`config.mk`:
```
export PLATFORM = sky130hd
export DESIGN_NAME = pipeline_hazard_ctrl_flat
export DESIGN_NICKNAME = d
export VERILOG_FILES = /design/src/rtl/pipe_ctrl_pkg.sv /design/src/rtl/pipeline_hazard_ctrl_if.sv /design/src/rtl/sat_counter.sv /design/src/rtl/pipeline_hazard_ctrl.sv /design/src/flat_wrapper.sv
export SDC_FILE = /design/constraint.sdc
export NUM_CORES = 1
export LEC_CHECK = 0
export BUFFER_PORTS_ARGS = -buffer_cell sky130_fd_sc_hd__buf_2
export CAP_MARGIN = 20
export CORE_MARGIN = 2
export CORE_UTILIZATION = 45
export CTS_BUF_LIST = sky130_fd_sc_hd__clkbuf_16
export CTS_CLUSTER_SIZE = 14
export DETAILED_ROUTE_END_ITERATION = 8
export PLACE_DENSITY = 0.69
export SLEW_MARGIN = 20
export SYNTH_ARGS = -nofsm -noshare
export SYNTH_HDL_FRONTEND = slang
export SYNTH_SLANG_ARGS = --single-unit
```
`constraint.sdc`:
```
create_clock -name clk -period 2.8 [get_ports clk]
set_clock_uncertainty 0.1 [all_clocks]
set_input_delay 0 -clock clk [delete_from_list [all_inputs] [get_ports clk]]
set_output_delay 0 -clock clk [all_outputs]
set_load 0.02 [all_outputs]
```
`src/rtl/pipe_ctrl_pkg.sv`:
```
// Shared types and constants for the pipeline sequencing controller.
package pipe_ctrl_pkg;

  localparam int unsigned REG_IDX_W = 5;
  localparam logic [REG_IDX_W-1:0] ZERO_REG = '0;

  typedef enum logic [1:0] {
    RUN      = 2'd0,
    MEM_WAIT = 2'd1,
    ERROR    = 2'd2
  } state_e;

  // Load in EX writes a register the ID instruction reads; r0 never hazards.
  function automatic logic load_use(
    input logic                 ex_mem_read,
    input logic [REG_IDX_W-1:0] ex_rt,
    input logic [REG_IDX_W-1:0] id_rs,
    input logic [REG_IDX_W-1:0] id_rt,
    input logic                 id_uses_rt
  );
    return ex_mem_read && (ex_rt != ZERO_REG) &&
           ((ex_rt == id_rs) || (id_uses_rt && (ex_rt == id_rt)));
  endfunction

endpackage

```
`src/rtl/pipeline_hazard_ctrl_if.sv`:
```
// Hazard inputs and stage-register controls between the ID stage and the controller.
interface pipeline_hazard_ctrl_if
  import pipe_ctrl_pkg::*;
#(
  parameter int unsigned CNT_W = 16
);
  logic [REG_IDX_W-1:0] id_rs;
  logic [REG_IDX_W-1:0] id_rt;
  logic                 id_uses_rt;
  logic                 ex_mem_read;
  logic [REG_IDX_W-1:0] ex_rt;
  logic                 branch_taken;
  logic                 dmem_req;
  logic                 dmem_ready;
  logic                 pc_write;
  logic                 if_id_freeze;
  logic                 if_flush;
  logic                 id_ex_bubble;
  logic                 stall_all;
  logic                 err;
  logic [CNT_W-1:0]     stall_count;

  modport master (
    output id_rs, id_rt, id_uses_rt, ex_mem_read, ex_rt, branch_taken, dmem_req, dmem_ready,
    input  pc_write, if_id_freeze, if_flush, id_ex_bubble, stall_all, err, stall_count
  );

  modport slave (
    input  id_rs, id_rt, id_uses_rt, ex_mem_read, ex_rt, branch_taken, dmem_req, dmem_ready,
    output pc_write, if_id_freeze, if_flush, id_ex_bubble, stall_all, err, stall_count
  );
endinterface

```
`src/rtl/sat_counter.sv`:
```
// Up-counter that sticks at all-ones; async active-low clear.
module sat_counter #(
  parameter int unsigned W = 16
) (
  input  logic         clk,
  input  logic         rst_n,
  input  logic         i_en,
  output logic [W-1:0] o_count
);

  logic [W-1:0] r_count;

  always_ff @(posedge clk or negedge rst_n) begin
    if (!rst_n) begin
      r_count <= '0;
    end else if (i_en && (r_count != {W{1'b1}})) begin
      r_count <= r_count + W'(1);
    end
  end

  assign o_count = r_count;

endmodule

```
`src/rtl/pipeline_hazard_ctrl.sv`:
```
// Stall/flush sequencer for the five-stage pipeline: load-use, branch flush,
// data-memory wait states with timeout, and a saturating stall counter.
module pipeline_hazard_ctrl
  import pipe_ctrl_pkg::*;
#(
  parameter int unsigned MEM_TIMEOUT = 15,
  parameter int unsigned CNT_W       = 16
) (
  input  logic                   clk,
  input  logic                   rst_n,
  pipeline_hazard_ctrl_if.slave  bus
);

  localparam int unsigned WCNT_W = 8;
  localparam logic [1:0] S_RUN      = 2'(RUN);
  localparam logic [1:0] S_MEM_WAIT = 2'(MEM_WAIT);
  localparam logic [1:0] S_ERROR    = 2'(ERROR);

  logic [1:0]        r_state;
  logic [WCNT_W-1:0] r_wcnt;
  logic              r_err;

  logic [1:0]        w_state_nxt;
  logic [WCNT_W-1:0] w_wcnt_nxt;
  logic              w_err_nxt;
  logic              w_lu;
  logic              w_ms;
  logic              w_eval_id;
  logic              w_pc_write;
  logic              w_freeze;
  logic              w_flush;
  logic              w_bubble;
  logic              w_stall_all;
  logic [CNT_W-1:0]  w_stall_count;

  assign w_lu = load_use(bus.ex_mem_read, bus.ex_rt, bus.id_rs, bus.id_rt, bus.id_uses_rt);
  assign w_ms = bus.dmem_req && !bus.dmem_ready;

  always_ff @(posedge clk or negedge rst_n) begin
    if (!rst_n) begin
      r_state <= S_RUN;
      r_wcnt  <= '0;
      r_err   <= 1'b0;
    end else begin
      r_state <= w_state_nxt;
      r_wcnt  <= w_wcnt_nxt;
      r_err   <= w_err_nxt;
    end
  end

  // Next state and zero-latency stage controls.
  always_comb begin
    w_state_nxt = r_state;
    w_wcnt_nxt  = r_wcnt;
    w_err_nxt   = r_err;
    w_eval_id   = 1'b0;
    w_pc_write  = 1'b1;
    w_freeze    = 1'b0;
    w_flush     = 1'b0;
    w_bubble    = 1'b0;
    w_stall_all = 1'b0;

    case (r_state)
      S_RUN: begin
        if (w_ms) begin
          w_pc_write  = 1'b0;
          w_freeze    = 1'b1;
          w_stall_all = 1'b1;
          w_state_nxt = S_MEM_WAIT;
          w_wcnt_nxt  = WCNT_W'(1);
        end else begin
          w_eval_id = 1'b1;
        end
      end
      S_MEM_WAIT: begin
        if (bus.dmem_ready) begin
          w_state_nxt = S_RUN;
          w_wcnt_nxt  = '0;
          w_eval_id   = 1'b1;
        end else begin
          w_pc_write  = 1'b0;
          w_freeze    = 1'b1;
          w_stall_all = 1'b1;
          if (r_wcnt == WCNT_W'(MEM_TIMEOUT)) begin
            w_state_nxt = S_ERROR;
            w_err_nxt   = 1'b1;
          end else begin
            w_wcnt_nxt = r_wcnt + WCNT_W'(1);
          end
        end
      end
      S_ERROR: begin
        w_pc_write  = 1'b0;
        w_freeze    = 1'b1;
        w_stall_all = 1'b1;
      end
      default: begin
        w_state_nxt = S_RUN;
        w_wcnt_nxt  = '0;
      end
    endcase

    // Branch flush yields to a load-use stall: the branch re-resolves next cycle.
    if (w_eval_id) begin
      if (w_lu) begin
        w_pc_write = 1'b0;
        w_freeze   = 1'b1;
        w_bubble   = 1'b1;
      end else if (bus.branch_taken) begin
        w_flush = 1'b1;
      end
    end
  end

  sat_counter #(.W(CNT_W)) u_stall_cnt (
    .clk     (clk),
    .rst_n   (rst_n),
    .i_en    (!w_pc_write),
    .o_count (w_stall_count)
  );

  // While reset is held the stage registers see a frozen, bubbled pipeline.
  assign bus.pc_write     = rst_n ? w_pc_write  : 1'b0;
  assign bus.if_id_freeze = rst_n ? w_freeze    : 1'b1;
  assign bus.if_flush     = rst_n ? w_flush     : 1'b0;
  assign bus.id_ex_bubble = rst_n ? w_bubble    : 1'b1;
  assign bus.stall_all    = rst_n ? w_stall_all : 1'b0;
  assign bus.err          = r_err;
  assign bus.stall_count  = w_stall_count;

endmodule
```
`src/flat_wrapper.sv`:
```
// flat-port wrapper written by rule: the top's interface ports become plain ports
module pipeline_hazard_ctrl_flat import pipe_ctrl_pkg::*;
#(
  parameter int unsigned MEM_TIMEOUT = 15,
  parameter int unsigned CNT_W       = 16
)
  (clk, rst_n, bus_id_rs, bus_id_rt, bus_id_uses_rt, bus_ex_mem_read, bus_ex_rt, bus_branch_taken, bus_dmem_req, bus_dmem_ready, bus_pc_write, bus_if_id_freeze, bus_if_flush, bus_id_ex_bubble, bus_stall_all, bus_err, bus_stall_count);
  pipeline_hazard_ctrl_if #(.CNT_W(CNT_W)) bus_i ();
  input  logic clk;
  input  logic rst_n;
  input wire logic [$bits(bus_i.id_rs)-1:0] bus_id_rs;
  input wire logic [$bits(bus_i.id_rt)-1:0] bus_id_rt;
  input wire logic [$bits(bus_i.id_uses_rt)-1:0] bus_id_uses_rt;
  input wire logic [$bits(bus_i.ex_mem_read)-1:0] bus_ex_mem_read;
  input wire logic [$bits(bus_i.ex_rt)-1:0] bus_ex_rt;
  input wire logic [$bits(bus_i.branch_taken)-1:0] bus_branch_taken;
  input wire logic [$bits(bus_i.dmem_req)-1:0] bus_dmem_req;
  input wire logic [$bits(bus_i.dmem_ready)-1:0] bus_dmem_ready;
  output wire logic [$bits(bus_i.pc_write)-1:0] bus_pc_write;
  output wire logic [$bits(bus_i.if_id_freeze)-1:0] bus_if_id_freeze;
  output wire logic [$bits(bus_i.if_flush)-1:0] bus_if_flush;
  output wire logic [$bits(bus_i.id_ex_bubble)-1:0] bus_id_ex_bubble;
  output wire logic [$bits(bus_i.stall_all)-1:0] bus_stall_all;
  output wire logic [$bits(bus_i.err)-1:0] bus_err;
  output wire logic [$bits(bus_i.stall_count)-1:0] bus_stall_count;
  assign bus_i.id_rs = bus_id_rs;
  assign bus_i.id_rt = bus_id_rt;
  assign bus_i.id_uses_rt = bus_id_uses_rt;
  assign bus_i.ex_mem_read = bus_ex_mem_read;
  assign bus_i.ex_rt = bus_ex_rt;
  assign bus_i.branch_taken = bus_branch_taken;
  assign bus_i.dmem_req = bus_dmem_req;
  assign bus_i.dmem_ready = bus_dmem_ready;
  assign bus_pc_write = bus_i.pc_write;
  assign bus_if_id_freeze = bus_i.if_id_freeze;
  assign bus_if_flush = bus_i.if_flush;
  assign bus_id_ex_bubble = bus_i.id_ex_bubble;
  assign bus_stall_all = bus_i.stall_all;
  assign bus_err = bus_i.err;
  assign bus_stall_count = bus_i.stall_count;
  pipeline_hazard_ctrl #(.MEM_TIMEOUT(MEM_TIMEOUT), .CNT_W(CNT_W)) u_core (.clk(clk), .rst_n(rst_n), .bus(bus_i));
endmodule
```
Word level (Yosys, flattened, before mapping)

Cells that the tools add are included.
W data, S select, Z words.

Add/subtract/negate cells: 2
Equal/unequal tests: 9
Multiplexer cells: 29
Bitwise gates (word level): 2
Reduce and logical (&&, ||, !) cells: 13

Operators with widths:

| cell                    | number |
|---|---|
| $mux W8                 | 3 |
| $pmux W8 S3             | 1 |
| $mux W1                 | 18 |
| $add A16 B1 Y16 const B | 1 |
| $ne A16 B16 Y1 const B  | 1 |
| $eq A5 B5 Y1            | 2 |
| $reduce_and A3 Y1       | 3 |
| $add A8 B1 Y8 const B   | 1 |
| $eq A8 B4 Y1 const B    | 1 |
| $mux W2                 | 3 |
| $pmux W1 S3             | 2 |
| $pmux W2 S3             | 1 |
| $logic_and A1 B1 Y1     | 5 |
| $reduce_bool A5 Y1      | 1 |
| $ne A3 B2 Y1 const B    | 1 |
| $ne A3 B3 Y1 const B    | 1 |
| $eq A2 B1 Y1 const B    | 1 |
| $eq A2 B2 Y1 const B    | 1 |
| $logic_not A1 Y1        | 2 |
| $logic_not A2 Y1        | 1 |
| $ne A2 B1 Y1 const B    | 1 |
| $not A1 Y1              | 2 |
| $pmux W1 S2             | 1 |
| $logic_or A1 B1 Y1      | 1 |

Flip-flop bits (word level): 27
Word-level logic and storage cells: 59

Longest topological paths before layout

Gate-level depths: netlist of run 1.

Depth in word-level cells: 8
Gate-level depth with buffers: 7
Depth with buffers taken out: 7

Modules after synthesis

Synthesis of run 1 repeated with hierarchy kept, for this count alone.

Cells, all modules: 161
Area total of the unflattened synthesis: 1645.3 um^2

By module, submodules not included:

| module               | instances | cells an instance | area each (um^2) | sequential area each (um^2) |
|---|---|---|---|---|
| sat_counter          | 1         | 72                | 859.6            | 400.4 |
| pipeline_hazard_ctrl | 1         | 89                | 785.8            | 275.3 |

Least setup slack after synthesis of run 1

OpenSTA, ideal clock, no wires.

Path kind: reg2reg
Start point: register u_core.u_stall_cnt.r_count[0], in the netlist u_core.u_stall_cnt.o_count[0]
End point: register u_core.u_stall_cnt.r_count[1], in the netlist u_core.u_stall_cnt.o_count[1]
Library setup time: 127 ps
Data arrival time: 1932 ps
Data required time: 2573 ps
Setup slack: 640 ps
Stages on the path, launching flop included: 7
Path buffers: 0
Cell sequence: dfrtp_1 > ha_1 > nand2_1 > or3_1 > o21ai_0 > o31ai_4 > mux2_1

Cells in the longest elaborated chain, start to end: 2
Elaborated cells on any way between the ends: 3
Those cells by class: add/sub (1); eq/ne (1); reduce/logical (1)

RTL lines:

| what                                                                    | RTL line          | text |
|---|---|---|
| start: declaration                                                      | sat_counter.sv:11 | `logic [W-1:0] r_count;` |
| start signal: assignment                                                | sat_counter.sv:17 | `r_count <= r_count + W'(1);` |
| parallel branches: the longest is 2 deep, another holds $add A16 B1 Y16 | --                |  |

Several ways; the timed one is not identified.
A chain may end at the register's enable or synchronous reset.

Final worst setup path of run 1

Start point: register u_core.r_wcnt[0]
End point: register u_core.r_state[0]

Cells in the longest elaborated chain, start to end: 3

RTL lines:

| what                               | RTL line                   | text |
|---|---|---|
| start: declaration                 | pipeline_hazard_ctrl.sv:20 | `logic [WCNT_W-1:0] r_wcnt;` |
| start signal: assignment           | pipeline_hazard_ctrl.sv:46 | `r_wcnt <= w_wcnt_nxt;` |
| $eq A8 B4 Y1                       | pipeline_hazard_ctrl.sv:84 | `if (r_wcnt == WCNT_W'(MEM_TIMEOUT)) begin` |
| $ne A3 B2 Y1 (no source line)      | --                         |  |
| $reduce_and A3 Y1 (no source line) | --                         |  |
| end signal: assignment             | pipeline_hazard_ctrl.sv:45 | `r_state <= w_state_nxt;` |
| end: declaration                   | pipeline_hazard_ctrl.sv:19 | `logic [1:0] r_state;` |

Every way passes these cells.

==> flow_metrics.tcl, run 1 <==
set metrics [dict create \
    r2r_end "u_core.r_state[0]" \
    grt_first_pass_wirelength_um 5640 \
    required_ns 2.90 \
    wl_per_cell_um 13.0 \
    cts_root_buf "clkbuf_16" \
    grt_use_total_pct 19.9 \
    num_vias 1336 \
    status "complete, no violations" \
    std_cell_rows 20 \
    clkTransAtPathRegs_ns 0.06 \
    drtAntennaViolNets 0 \
    antenna_found_initial 0 \
    r2r_setup_slack_ns 0.52 \
    finalHoldViolCount 0 \
    cts_buffer_depth 2 \
    cts_setup_buffers 0 \
    overflow 0 \
    clock_sinks 27 \
    die_x_um 61.8 \
    netlist_instances 160 \
    cts_hold_buf 4 \
    worstHoldPathType "primary input to asynchronous set/reset pin" \
    start_util_pct 48.4 \
    critical_path_class "flip-flop to flip-flop" \
    synth_cell_type_count 35 \
    antenna_cells 0 \
    syn_area_um2 1500 \
    dpl.hpwl_um 2490 \
    instances_no_fill 253 \
    h-tree-depth 1 \
    power_w 0.00111 \
    grt_pass1_vias 1334 \
    grt_setup_unrepaired "no" \
    max-cap-violations 0 \
    io_pins 44 \
    setup_viol 0 \
    start_kind "flip-flop" \
    power_density_nw_per_um2 590 \
    finalSetupTns_ns 0 \
    cts_tree "done" \
    portBuffers 43 \
    startpoint "u_core.r_wcnt[0]" \
    layout_min_cycle_time_ns 2.28 \
    grt_max_degree 33 \
    ir_drop_mv 0.512 \
    synthTopCellsByArea "dfrtp_1 45%, xnor2_1 8.8%, xor2_1 6.4%" \
    cts_resized 0 \
    ys_ff_latch 27 \
    crit_arrival_ns 2.38 \
    routed_via_density 5.28 \
    yosysSeqAreaShare_pct 45.0 \
    cts_buffers 3 \
    worst_pin_slew_ns 0.660 \
    finalNetCount 234 \
    fillCellCount 297 \
    fp.coreArea_um2 3100 \
    clk_latency_ns 0.26 \
    crit_path_max_fanout 5 \
    reg2reg_from "u_core.r_wcnt[0]" \
    clock.fmax_ghz 0.438 \
    endpoint "u_core.r_state[0]" \
    placedCellCount 245 \
    initialDrtViolationCount 53 \
    slew_violations 0 \
    cellLeakagePower_nw 0.881 \
    yosysTopAreaCell "dfrtp_1" \
    wl_um 3280 \
    worstRegToRegCells 5 \
    crit_path_end_kind "flip-flop" \
    avgSynthCellArea_um2 9.38 \
    yosysTopAreaCellShare_pct 45.0 \
    synthesis.nets 184 \
    die_y_um 61.8 \
    area_growth_pct 25.5 \
    gp_congestion 0.839 \
    slew_headroom_pct 56.0 \
    period_share_pct 81.6 \
    firstDrtPassIters 4 \
    drc 0 \
    yosysWarnings 0 \
    drive_gt1_share_pct 23.9 \
    dieArea_um2 3810 \
]
-- area by class of cell --
| type | instances | area, µm² | share of cell area [%] |
|---|---|---|---|
| repair buffers | 47 | 255 | 13.5 |
| flip-flops and latches | 27 | 676 | 35.9 |
| multi-input cells | 128 | 807 | 42.8 |
| well taps | 44 | 55.1 | 2.92 |
| clock inverters | 1 | 5.00 | 0.266 |
| clock buffers | 3 | 75.1 | 3.98 |
| inverters | 3 | 11.3 | 0.598 |
-- critical path: stages, from the launching register on --
cell and delay (ns):
dfrtp_1 0.42, ha_1 0.26, and3_1 0.20, and2_1 0.20, a2111oi_0 0.44, dlygate4sd3_1 0.60
-- per-stage QoR --
step	util, %	area (µm²)	hold slack (ns)	worst slack [ns]
floorplan	-	1500	-0.396	0.640
global placement	56.9	1760	-0.0400	0.705
detailed placement	56.9	1760	-0.0324	0.619
CTS	60.7	1880	0.227	0.593
global route	60.7	1880	0.260	0.427
finish	60.7	1880	0.209	0.516
-- layout by cell type (no fill, tap or decap), types with 4 or more instances in the layout --
master / netlist / routed
buf_2: 0 / 43
dfrtp_1: 27 / 27
nand2_1: 18 / 18
nor2_1: 16 / 16
xnor2_1: 15 / 15
xor2_1: 11 / 11
o21ai_0: 10 / 10
nand3_1: 9 / 9
nand4_1: 8 / 8
and3_1: 7 / 7
a21oi_1: 4 / 4
dlygate4sd3_1: 0 / 4
-- synthesized netlist by cell type --
| library cell | instances |
|---|---|
| o41ai_1 | 1 |
| o31ai_4 | 1 |
| o32ai_1 | 1 |
| o2111ai_1 | 1 |
| o211ai_1 | 1 |
| and2_1 | 2 |
| o21bai_2 | 1 |
| or3_1 | 1 |
| nor2b_1 | 1 |
| a21oi_1 | 4 |
| mux2_1 | 1 |
| clkbuf_1 | 2 |
| nand4_1 | 8 |
| a32oi_1 | 1 |
| nand2_1 | 18 |
| and3_1 | 7 |
| a2111oi_0 | 1 |
| ha_1 | 2 |
| nor4_1 | 2 |
| nor3_1 | 2 |
| o21ai_0 | 10 |
| dfrtp_1 | 27 |
| xor2_1 | 11 |
| o22ai_1 | 1 |
| or2_2 | 1 |
| nand3_1 | 9 |
| or4_1 | 1 |
| or3b_1 | 1 |
| xnor2_1 | 15 |
| o21ai_1 | 1 |
| nor3b_1 | 1 |
| o31ai_1 | 2 |
| a31oi_1 | 3 |
| nor2_1 | 16 |
| inv_1 | 3 |
-- how the worst min path moves through the flow --
stage / startpoint / end / slack, ns / cells after the start
2_1_floorplan: rst_n / u_core.bus.err / -0.40 / 0
3_3_place_gp: rst_n / u_core.r_state[0] / -0.04 / 1
3_5_place_dp: rst_n / u_core.r_state[0] / -0.03 / 1
4_1_cts: rst_n / u_core.r_state[0] / 0.23 / 2
5_1_grt: bus_branch_taken / bus_if_flush / 0.26 / 4
6_report: rst_n / u_core.r_state[0] / 0.21 / 2
-- cells by family after synthesis --
logic type	share of synthesized area (%)
multiplexers	0.750
XOR/XNOR	15.2
AO/OA/AOI/OAI	13.3
flip-flops	45.0
AND/OR/NAND/NOR	22.9
buffers and inverters	1.25
adder cells (fa/ha/maj)	1.67
-- state kept, by name, indices dropped and copies added, names as in the netlist --
| name | cells |
|---|---|
| u_core.bus.err | 1 |
| u_core.r_state | 2 |
| u_core.r_wcnt | 8 |
| u_core.u_stall_cnt.o_count | 16 |
-- routing by layer --
layer / vias up / routed length, µm / global-route usage, %
li1: 672 / - / -
met2: 29 / 1660 / 34.3
met1: 631 / 1470 / 24.3
met4: 0 / 26 / 6.99
met5: - / 0 / 0
met3: 4 / 124 / 4.97
-- power by group --
group	leakage [nW]	switching, W	internal, W
sequential	0.362	0.0000694	0.000443
combinational	0.478	0.000167	0.000117
clock	0.0409	0.000124	0.000192
total	0.881	0.000360	0.000752
(Power assumes the default switching activity.)
==> run 2, diff against run 1 <==
ABC_AREA = 1   (was default)
PLACE_DENSITY = 0.7   (was 0.69)
clock period = 2.1 ns   (was 2.8 ns; I/O delays follow)
==> flow_metrics.tcl, run 2 <==
set metrics [dict create \
    io_pins 44 \
    worstHoldPathType "primary input to asynchronous set/reset pin" \
    drc 0 \
    synth_commonest_cells "94 x nand2_1, 28 x inv_1, 27 x dfrtp_1, 25 x nand3_1, 23 x nor2_1" \
    yosysTopAreaCell "dfrtp_1" \
    fp.coreArea_um2 3940 \
    grt_first_pass_wirelength_um 6790 \
    synthesis.nets 282 \
    synthTopCellsByArea "dfrtp_1 37%, nand2_1 20%, nand3_1 6.9%" \
    max_stage_delay_ns 0.41 \
    firstDrtPassIters 4 \
    crit_path_max_fanout 7 \
    start_util_pct 45.9 \
    drive_gt1_share_pct 21.3 \
    postLayoutSetupSlackWorst_ns 0.209 \
    critPathSlowestCell "dfrtp_1" \
    finalSetupTns_ns 0 \
    std_cell_rows 23 \
    period_share_pct 90.0 \
    crit_path_end_kind "flip-flop" \
    fillCellCount 374 \
    syn_area_um2 1810 \
    layout_min_cycle_time_ns 1.89 \
    yosysSeqAreaShare_pct 37.4 \
    grt_use_total_pct 18.9 \
    synthArstFlopShare_pct 100 \
    met1_usage_pct 25.6 \
    cts_tree "done" \
    cts_root_buf "clkbuf_16" \
    num_vias 1738 \
    required_ns 2.14 \
    clk_latency_ns 0.26 \
    mostFrequentLayoutCell "nand2_1" \
    use_met3_pct 3.50 \
    yosysWarnings 0 \
    cellLeakagePower_nw 1.23 \
    grtUsageMet2_pct 31.8 \
    slew_violations 0 \
    instances_no_fill 355 \
    cts_buffer_depth 2 \
    clkTransAtPathRegs_ns 0.06 \
    cts_buffers 3 \
    antenna_cells 0 \
    worst_pin_slew_ns 0.399 \
    portBuffers 43 \
    cp.depth 9 \
    synth_flop_cell "dfrtp_1" \
    die_x_um 67.4 \
    path_cells "ha_1, inv_1, nor2_1, nand4_1, nor2_2, nor2_1, inv_1, nand2_1, o31ai_1" \
    crit_buf_inv 2 \
    power_density_nw_per_um2 467 \
    pre_cts_slack_ns 0.196 \
    mostFrequentLayoutCells "94 x nand2_1, 43 x buf_2, 29 x inv_1, 27 x dfrtp_1, 25 x nand3_1" \
    grt_pass1_vias 1615 \
    h-tree-depth 1 \
    finalNetCount 330 \
    synth_edf_count 0 \
    worstRegToRegCells 9 \
    dpl.hpwl_um 3000 \
    critical_path_class "flip-flop to flip-flop" \
    wl_per_cell_um 10.6 \
    antenna_found_initial 0 \
    gp_congestion 0.806 \
    yosysTopAreaCellShare_pct 37.4 \
    avgSynthCellArea_um2 7.01 \
    grt_max_degree 21 \
    path_delay_family "simple AND/OR/NAND/NOR gates" \
    die_y_um 67.4 \
    dieArea_um2 4540 \
    wl_um 3770 \
    finalHoldViolCount 0 \
    crit_arrival_ns 1.93 \
    area_growth_pct 20.7 \
    max-cap-violations 0 \
    status "complete, no violations" \
    clock_sinks 27 \
    yosysMostFrequentCell "nand2_1" \
    routed_via_density 4.90 \
    overflow 0 \
    slew_headroom_pct 73.3 \
    netlist_instances 258 \
    placedCellCount 349 \
    grt-busiest-layer "met2" \
    ir_drop_mv 0.399 \
    largest_register_ffs 16 \
    clock.fmax_ghz 0.529 \
    ys_ff_latch 27 \
    start_kind "flip-flop" \
    synth_cell_type_count 25 \
    setup_viol 0 \
    initialDrtViolationCount 61 \
    drtAntennaViolNets 0 \
]
==> run 2: cell types whose count changed after synthesis, sizes merged, moves of 3 or more <==
cell,change
a31oi,-3
nand2,+78
xnor2,-7
buf,+3
inv,+30
nand3,+19
nor2,+9
and3,-7
==> run 2: cell type report <==
class | instances | area [µm²] | area share (%)
clock inverters | 1 | 3.75 | 0.172
flip-flops and latches | 27 | 676 | 31.0
multi-input cells | 195 | 998 | 45.8
repair buffers | 46 | 243 | 11.1
well taps | 50 | 62.6 | 2.87
clock buffers | 3 | 75.1 | 3.44
inverters | 33 | 124 | 5.68
==> run 2: power breakdown <==
part | internal, W | switching [W] | leakage (nW)
clock | 0.000255 | 0.000163 | 0.0423
combinational | 0.0000332 | 0.0000463 | 0.852
sequential | 0.000521 | 0.00000123 | 0.340
==> run 2: logic make-up after synthesis <==
family                   Yosys count  share of synthesized area (%)
buffers and inverters             36                           8.03
adder cells (fa/ha/maj)            2                           1.38
AO/OA/AOI/OAI                     12                           3.67
flip-flops                        27                           37.4
AND/OR/NAND/NOR                  163                           40.8
XOR/XNOR                          18                           8.72
==> run 2: stage by stage <==
step	hold WS (ns)	cell area, µm²	utilization (%)	power, W
after floorplan	-0.396	1810	-	0.000566
after CTS	0.0337	2170	55.1	0.00104
after global placement	-0.221	2070	52.6	0.000609
after detailed placement	-0.223	2070	52.6	0.000610
final	0.0271	2180	55.3	0.00102
after global routing	0.0521	2180	55.3	0.00107
==> run 2: final timing paths <==
check / from / end / slack, ns
min in group clk: bus_dmem_req / u_core.r_state[0] / 0.16
worst max register to register: u_core.r_wcnt[0] / u_core.r_wcnt[6] / 0.21
worst min-delay path: rst_n / u_core.r_wcnt[2] / 0.03
worst max-delay path: u_core.r_wcnt[0] / u_core.r_wcnt[6] / 0.21
worst min register to register: u_core.bus.err / u_core.bus.err / 0.37
max in group asynchronous: rst_n / u_core.u_stall_cnt.o_count[12] / 1.34
==> run 2: timing repair <==
| item | in CTS | in global routing |
|---|---|---|
| hold buffers | 2 | 0 |
| setup endpoints to repair | 0 | 15 |
| resized for setup | 0 | 2 |
| buffers inserted | 0 | 0 |
| endpoints found under the hold margin | 29 | 0 |
==> run 2: metal layers <==
metal | part of all wire (%) | up-vias
met1 | 48 | 785
met2 | 46 | 41
li1 | - | 910
met3 | 5.4 | 2
met5 | 0 | -
met4 | 0.64 | 0
